## src/rtl/ctrl_tx_pkg.sv

```systemverilog
// Shared types for the controller TX serializer: FSM states, source ids and
// the per-source byte-count helper.
package ctrl_tx_pkg;

  typedef enum logic [1:0] {
    IDLE = 2'd0,
    SEND = 2'd1,
    WAIT = 2'd2
  } state_t;

  typedef enum logic {
    SRC_RD  = 1'b0,
    SRC_ALU = 1'b1
  } src_t;

  function automatic int unsigned nbytes(input int unsigned width, input int unsigned data_w);
    return width / data_w;
  endfunction

endpackage

```

## src/rtl/ctrl_tx_slot.sv

```systemverilog
// One-entry holding register for a TX source. A strobe into a full slot that is
// not being drained on the same edge is dropped and flagged one cycle later.
module ctrl_tx_slot #(
  parameter int unsigned W = 8
) (
  input  logic         clk,
  input  logic         rst,
  input  logic [W-1:0] data,
  input  logic         strobe,
  input  logic         take,
  output logic         valid,
  output logic [W-1:0] word,
  output logic         ovf
);

  logic store;

  // Draining and refilling on the same edge is legal; the new word replaces the old.
  assign store = strobe && (!valid || take);

  always_ff @(posedge clk or posedge rst) begin
    if (rst) begin
      valid <= 1'b0;
      word  <= '0;
      ovf   <= 1'b0;
    end else begin
      ovf <= strobe && valid && !take;
      if (store) begin
        word  <= data;
        valid <= 1'b1;
      end else if (take) begin
        valid <= 1'b0;
      end
    end
  end

endmodule

```

## src/rtl/ctrl_tx_serializer.sv

```systemverilog
// System-controller TX path: buffers ALU and register-read words, arbitrates
// between them and serialises each word into DATA_W-bit bytes for the UART TX.
module ctrl_tx_serializer
  import ctrl_tx_pkg::*;
#(
  parameter int unsigned DATA_W    = 8,
  parameter int unsigned ALU_W     = 16,
  parameter int unsigned RD_W      = 8,
  parameter bit          LSB_FIRST = 1'b1,
  parameter bit          ARB_RR    = 1'b0
) (
  input  logic              CLK,
  input  logic              RST,
  input  logic [ALU_W-1:0]  ALU_OUT,
  input  logic              ALU_OUT_VLD,
  input  logic [RD_W-1:0]   RdData,
  input  logic              RdData_VLD,
  input  logic              Busy,
  output logic [DATA_W-1:0] TX_P_Data,
  output logic              TX_D_VLD,
  output logic              CLK_div_en,
  output logic              Ovf_Err,
  output logic              Tx_Idle
);

  localparam int unsigned N_ALU = nbytes(ALU_W, DATA_W);
  localparam int unsigned N_RD  = nbytes(RD_W, DATA_W);
  localparam int unsigned N_MAX = (N_ALU > N_RD) ? N_ALU : N_RD;
  localparam int unsigned CNT_W = (N_MAX > 1) ? $clog2(N_MAX) : 1;
  localparam int unsigned SH_W  = N_MAX * DATA_W;

  state_t              state;
  src_t                rr_ptr;
  src_t                grant;
  logic [SH_W-1:0]     shreg;
  logic [SH_W-1:0]     load_word;
  logic [CNT_W-1:0]    cnt;
  logic [CNT_W-1:0]    load_cnt;
  logic                clk_div_en_q;
  logic                rd_valid, alu_valid;
  logic [RD_W-1:0]     rd_word;
  logic [ALU_W-1:0]    alu_word;
  logic                rd_ovf, alu_ovf;
  logic                rd_take, alu_take;
  logic                any_pend, load;

  ctrl_tx_slot #(.W(RD_W)) u_rd_slot (
    .clk    (CLK),
    .rst    (RST),
    .data   (RdData),
    .strobe (RdData_VLD),
    .take   (rd_take),
    .valid  (rd_valid),
    .word   (rd_word),
    .ovf    (rd_ovf)
  );

  ctrl_tx_slot #(.W(ALU_W)) u_alu_slot (
    .clk    (CLK),
    .rst    (RST),
    .data   (ALU_OUT),
    .strobe (ALU_OUT_VLD),
    .take   (alu_take),
    .valid  (alu_valid),
    .word   (alu_word),
    .ovf    (alu_ovf)
  );

  always_comb begin
    any_pend = rd_valid || alu_valid;
    if (ARB_RR && rd_valid && alu_valid) grant = rr_ptr;
    else if (rd_valid)                   grant = SRC_RD;
    else                                 grant = SRC_ALU;

    load = !Busy && any_pend && ((state == IDLE) || ((state == WAIT) && (cnt == '0)));
    rd_take  = load && (grant == SRC_RD);
    alu_take = load && (grant == SRC_ALU);

    // MSB-first words are left-aligned so the first byte always sits at the top.
    if (grant == SRC_RD) begin
      load_word = LSB_FIRST ? SH_W'(rd_word) : (SH_W'(rd_word) << (SH_W - RD_W));
      load_cnt  = CNT_W'(N_RD - 1);
    end else begin
      load_word = LSB_FIRST ? SH_W'(alu_word) : (SH_W'(alu_word) << (SH_W - ALU_W));
      load_cnt  = CNT_W'(N_ALU - 1);
    end
  end

  always_ff @(posedge CLK or posedge RST) begin
    if (RST) begin
      state        <= IDLE;
      shreg        <= '0;
      cnt          <= '0;
      rr_ptr       <= SRC_RD;
      clk_div_en_q <= 1'b0;
    end else begin
      clk_div_en_q <= (state != IDLE) || any_pend;
      if (load) begin
        shreg  <= load_word;
        cnt    <= load_cnt;
        rr_ptr <= (grant == SRC_RD) ? SRC_ALU : SRC_RD;
        state  <= SEND;
      end else begin
        case (state)
          IDLE: state <= IDLE;
          SEND: if (Busy) state <= WAIT;
          WAIT: begin
            if (!Busy) begin
              if (cnt != '0) begin
                shreg <= LSB_FIRST ? (shreg >> DATA_W) : (shreg << DATA_W);
                cnt   <= cnt - 1'b1;
                state <= SEND;
              end else begin
                state <= IDLE;
              end
            end
          end
          default: state <= IDLE;
        endcase
      end
    end
  end

  assign TX_P_Data  = LSB_FIRST ? shreg[DATA_W-1:0] : shreg[SH_W-1 -: DATA_W];
  assign TX_D_VLD   = (state == SEND);
  assign CLK_div_en = clk_div_en_q;
  assign Ovf_Err    = rd_ovf || alu_ovf;
  assign Tx_Idle    = (state == IDLE) && !any_pend;

endmodule

```

## config.mk

```make
export PLATFORM = sky130hd
export DESIGN_NAME = ctrl_tx_serializer
export DESIGN_NICKNAME = d
export VERILOG_FILES = /design/src/rtl/ctrl_tx_pkg.sv /design/src/rtl/ctrl_tx_slot.sv /design/src/rtl/ctrl_tx_serializer.sv
export SDC_FILE = /design/constraint.sdc
export NUM_CORES = 1
export LEC_CHECK = 0
export ABC_CLOCK_PERIOD_IN_PS = 4800
export BUFFER_PORTS_ARGS = -buffer_cell sky130_fd_sc_hd__buf_2
export CORE_ASPECT_RATIO = 2
export CORE_MARGIN = 5
export CORE_UTILIZATION = 59
export DETAILED_ROUTE_END_ITERATION = 6
export PLACE_DENSITY = 0.95
export SLEW_MARGIN = 25
export SYNTH_ARGS = -nofsm -noshare
export SYNTH_HDL_FRONTEND = slang
export SYNTH_HIERARCHICAL = 1
export SYNTH_SLANG_ARGS = --single-unit
```

## constraint.sdc

```tcl
create_clock -name CLK -period 4.8 [get_ports CLK]
set_input_delay 0 -clock CLK [delete_from_list [all_inputs] [get_ports CLK]]
set_output_delay 0 -clock CLK [all_outputs]
set_load 0.01 [all_outputs]
```

# Word-level counts from Yosys, hierarchy flattened
# Cells that the tools add are included.
# totals
register_bits,48
input_bits,29
out_inout_bits,12
word_cells,69
# classes
addsub,1
eq_ne,5
mux,19
bitwise,1
n_reduce_logical,33
# op_table
op,count
2-to-1 mux 16 bit,5
logical AND 1 bit,12
2-to-1 mux 1 bit,10
nonzero test 2 bit,5
logical NOT 1 bit,6
logical OR 1 bit,6
2-to-1 mux 2 bit,3
case mux 2 bit (2 select lines),1
AND reduction 2 bit,2
"!= test 3 x 2 -> 1 bit, second input constant",1
"!= test 3 bit, second input constant",1
AND reduction 3 bit,1
"equality test 2 x 1 -> 1 bit, second input constant",1
"equality test 2 bit, second input constant",1
logical NOT 2 bit,1
"!= test 2 x 1 -> 1 bit, second input constant",1
NOT 1 bit,1
"subtractor 1 bit, second input constant",1

# Depth between registers and ports, before layout
# depth
depth_word,8
mapped_depth,8
depth_no_buf,5

# By module
# The synthesis kept the hierarchy.
# by_module_without_submodules
mod,instances,cells_per_inst,area_each_um2,seq_area_each_um2
ctrl_tx_serializer,1,107,1138.6,500.5
ctrl_tx_slot at u_alu_slot,1,41,728.2,450.4
ctrl_tx_slot at u_rd_slot,1,24,410.4,250.2

# Worst setup path after synthesis
# No wires, ideal clock.
# synth_path
path_kind,reg-to-reg
from,register cnt
to,register u_alu_slot.word[0]
setup_time_ns,0.125
arrival_ns,1.754
required_time_ns,4.675
slack_ns,2.921
path_stages_with_launch,8
cell_sequence,dfrtp_1 > a211oi_4 > and2_1 > buf_6 > nand2b_4 > nand2_4 > buf_12 > mux2_4
# synth_via
elab_chain_len,7
# synth_rtl
element,line,source
start: declaration,ctrl_tx_serializer.sv:37,logic [CNT_W-1:0] cnt;
start signal: assignment,ctrl_tx_serializer.sv:100,cnt <= load_cnt;
start signal: assignment,ctrl_tx_serializer.sv:111,cnt <= cnt - 1'b1;
NOT 1 bit,ctrl_tx_serializer.sv:75,load = !Busy && any_pend && ((state == IDLE) || ((state == WAIT) && (cnt == '0)));
logical AND 1 bit,ctrl_tx_serializer.sv:75,
logical OR 1 bit,ctrl_tx_serializer.sv:75,
logical AND 1 bit,ctrl_tx_serializer.sv:75,
logical AND 1 bit,ctrl_tx_serializer.sv:77,alu_take = load && (grant == SRC_ALU);
via alu_take,ctrl_tx_serializer.sv:44,"logic rd_take, alu_take;"
logical OR 1 bit,ctrl_tx_slot.sv:19,assign store = strobe && (!valid || take);
logical AND 1 bit,ctrl_tx_slot.sv:19,
end signal: assignment,ctrl_tx_slot.sv:29,word <= data;
end: declaration,ctrl_tx_slot.sv:12,"output logic [W-1:0] word,"
# The timed path passes the listed nets, and every way through them passes these cells.
# A chain may end at the register's enable or synchronous reset.

# Worst setup path in the final report
# layout_path
from,register state[1]
to,register u_alu_slot.word[2]
# layout_via
elab_chain_len,7
word_cells_on_any_way,8
# layout_rtl
element,line,source
start: declaration,ctrl_tx_serializer.sv:32,state_t state;
start signal: assignment,ctrl_tx_serializer.sv:91,state <= IDLE;
start signal: assignment,ctrl_tx_serializer.sv:102,state <= SEND;
start signal: assignment,ctrl_tx_serializer.sv:105,IDLE: state <= IDLE;
equality test 2 bit,ctrl_tx_serializer.sv:75,
logical AND 1 bit,ctrl_tx_serializer.sv:75,
logical OR 1 bit (*),ctrl_tx_serializer.sv:75,
logical AND 1 bit (*),ctrl_tx_serializer.sv:75,
logical AND 1 bit (*),ctrl_tx_serializer.sv:77,
logical OR 1 bit (*),ctrl_tx_slot.sv:19,
logical AND 1 bit (*),ctrl_tx_slot.sv:19,
# Every way passes the cells marked *; elsewhere a longest branch is shown, timed or not.

==> flow_summary.yaml <==
status:
  status: "completed"
sta:
  worst_pin_slew_ps: 871
  setup_tns_ps: 0
  setup_violations: 0
  fmax_mhz: 417
  slew_violations: 0
  hold_viol: 0
  period_needed_ps: 2400
  relSlewSlack_pct: 41.7
  rsz0062_at_grt: "false"
  post-route-period-util_pct: 49.9
  skew_ps: 13.1
yosys:
  yosys.area.top_type: "dfrtp_1"
  synthTopCellsByArea: "dfrtp_1 53%, mux2_4 12%, a41oi_2 5.7%"
  synth_compound_area_share_pct: 15.1
  syn_area_per_cell_um2: 13.2
  synth_top_family_by_area: "compound AO/OA/AOI/OAI gates"
  synth_edf_count: 0
  synthCells: 172
  ys.warnings.count: 6
  ys.flop_type: "dfrtp_1"
  syn_nets: 201
  yosysTopAreaCellShare_pct: 52.7
  yosysMostFrequentCell: "dfrtp_1"
  synthMuxAreaShare_pct: 14.8
  synth-simple-area-share_pct: 9.67
  synth_cell_types: 30
  ys_top_cells_by_count: "48 x dfrtp_1, 18 x mux2_4, 16 x nand3_1, 9 x o21ai_0"
  synthAdderAreaFrac_pct: 0
  synth-async-reset-ratio_pct: 100
  ys_seq_area_share_pct: 52.7
  syn_area_um2: 2280
  ys_ff_latch: 48
  synth-xor-area-share_pct: 0
clock_tree:
  htree_levels: 2
  cts_tree: "built"
  cts_sinks: 48
  post_cts_resized: 0
  clock_path_buffers: 2
  clk_pin_slew_ps: 90
  clk_latency_ps: 310
  cts_buffers: 5
  clock-root-buffer: "clkbuf_8"
drt:
  drc_errors: 0
  vias: 1561
  firstDrtPassIters: 4
  wl_per_cell_um: 16.2
  routed_wl_um: 4600
  ant_nets: 0
  first_iter_violations: 37
  vias_per_cell: 5.52
grt:
  grt_use_total_pct: 20.1
  antenna_found_initial: 0
  grt.overflow.total: 0
  grt_max_degree: 21
  gr-usage-met2_pct: 34.0
  grt_use_met3_pct: 3.97
  grt_pass1_vias: 1565
  grt_pass1_wl_um: 7610
  use_met1_pct: 22.4
  top_usage_layer: "met2"
worst_setup_path:
  crit_chain: "a211oi_4 > and2_1 > nand2b_4 > nand2_4 > mux2_4"
  required_ps: 5000
  slowest_stage: "a211oi_4"
  crit_fanout: 18
  worstSetupPathType: "flip-flop to flip-flop"
  cp.arrival_ps: 2590
  critPathTopFamily: "simple AND/OR/NAND/NOR gates"
  path_buf_inv: 0
  cpPeakStageDelay_ps: 640
  end_kind: "flip-flop"
  start_kind: "flip-flop"
power:
  ir_drop_mv: 0.355
  p_leak_nw: 1.31
  power.density_nw_per_um2: 493
  p_total_mw: 1.39
floorplanning:
  ios: 41
  die_area_um2: 5280
  die_x_um: 53.9
  design.core.area_um2: 3800
  start_util_pct: 59.9
  die_h_um: 97.9
  rows: 32
job:
  cap_violations: 0
layout:
  fill_cells: 243
  seq_area_um2: 1200
  nets: 260
  layout-drive-gt1-share_pct: 37.9
  area_growth_syn_to_layout_pct: 23.6
  multi_input_area_um2: 901
  diodes: 0
placement:
  dpl.hpwl_um: 3280
  portBuffers: 40
  routabilityCongestion: 0.879
worst_hold_path:
  worstHoldPathType: "input port to asynchronous set/reset pin"
-- power breakdown --
| part | total [mW] | internal (mW) | switching, mW | leakage, nW |
|---|---|---|---|---|
| sequential | 0.659 | 0.552 | 0.107 | 0.578 |
| clock | 0.348 | 0.210 | 0.139 | 0.0687 |
| combinational | 0.380 | 0.226 | 0.154 | 0.668 |
-- worst register-to-register path, stage by stage (launching register included) --
cell and delay [ps]:
dfrtp_1 470, a211oi_4 640, and2_1 440, nand2b_4 230
nand2_4 170, mux2_4 340
-- final cells by class --
type / count / share of cell area (%)
well taps: 51 / 2.27
inverters: 8 / 1.07
flip-flops and latches: 48 / 42.7
clock buffers: 5 / 2.45
clock inverters: 3 / 2.45
multi-input cells: 100 / 32.0
repair buffers: 68 / 17.1
-- cells by family after synthesis --
| family | count (synthesis) |
|---|---|
| flip-flops | 48 |
| AO/OA/AOI/OAI | 39 |
| multiplexers | 24 |
| buffers and inverters | 24 |
| AND/OR/NAND/NOR | 37 |
-- per-stage QoR --
step	cell area, um2	instances	setup WS [ps]	util (%)	hold WS, ps
after floorplan	2280	172	2920	-	-160
after global placement	2400	247	2520	63.0	8.14
after detailed placement	2400	247	2430	63.0	17.5
after CTS	2810	283	2400	74.0	234
after global routing	2810	283	2280	74.0	285
final	2810	283	2400	74.0	232
-- worst paths after layout --
path	startpoint	to	slack [ps]	depth (start not counted)
hold reg to reg	u_alu_slot/word[12]	shreg[12]	490	1
max in group asynchronous	RST	CLK_div_en	3920	3
setup / recovery	state[1]	u_alu_slot/word[2]	2400	5
min in group CLK	ALU_OUT[15]	u_alu_slot/word[15]	440	3
setup reg to reg	state[1]	u_alu_slot/word[2]	2400	5
hold / removal	RST	u_rd_slot/word[3]	230	3
-- timing repair --
item / CTS / global route
hold endpoints to repair: 78 / 0
hold buffers: 28 / 0
setup buffers: 0 / 0
-- routing by layer --
layer | up-vias | wire (um)
li1 | 728 | -
met1 | 765 | 1700
met2 | 58 | 2580
met3 | 10 | 184
met4 | 0 | 135
met5 | - | 0
-- sequential cells by signal, indices dropped and copies added, names as in the netlist --
name	flops
u_rd_slot/valid	1
u_alu_slot/ovf	1
CLK_div_en	1
u_rd_slot/ovf	1
u_rd_slot/word	8
shreg	16
cnt	1
u_alu_slot/valid	1
u_alu_slot/word	16
state	2
-- cells in the final DEF (no fill, tap or decap), drive strengths merged --
cell | Yosys | routed
nor2b | 2 | 2
and2 | 3 | 3
dlygate4sd3 | 0 | 28
a41oi | 8 | 8
nand3 | 16 | 16
or2b | 1 | 1
nor2 | 5 | 5
inv | 8 | 9
a211oi | 1 | 1
buf | 15 | 40
a211o | 2 | 2
clkbuf | 1 | 5
mux2 | 24 | 24
o21ai | 9 | 9
a21boi | 1 | 1
nand2 | 6 | 6
dfrtp | 48 | 48
a31oi | 1 | 1
bufinv | 0 | 2
o22ai | 1 | 1
a22o | 8 | 8
nand2b | 3 | 3
a21oi | 8 | 8
or2 | 1 | 1
(Power assumes the default switching activity.)
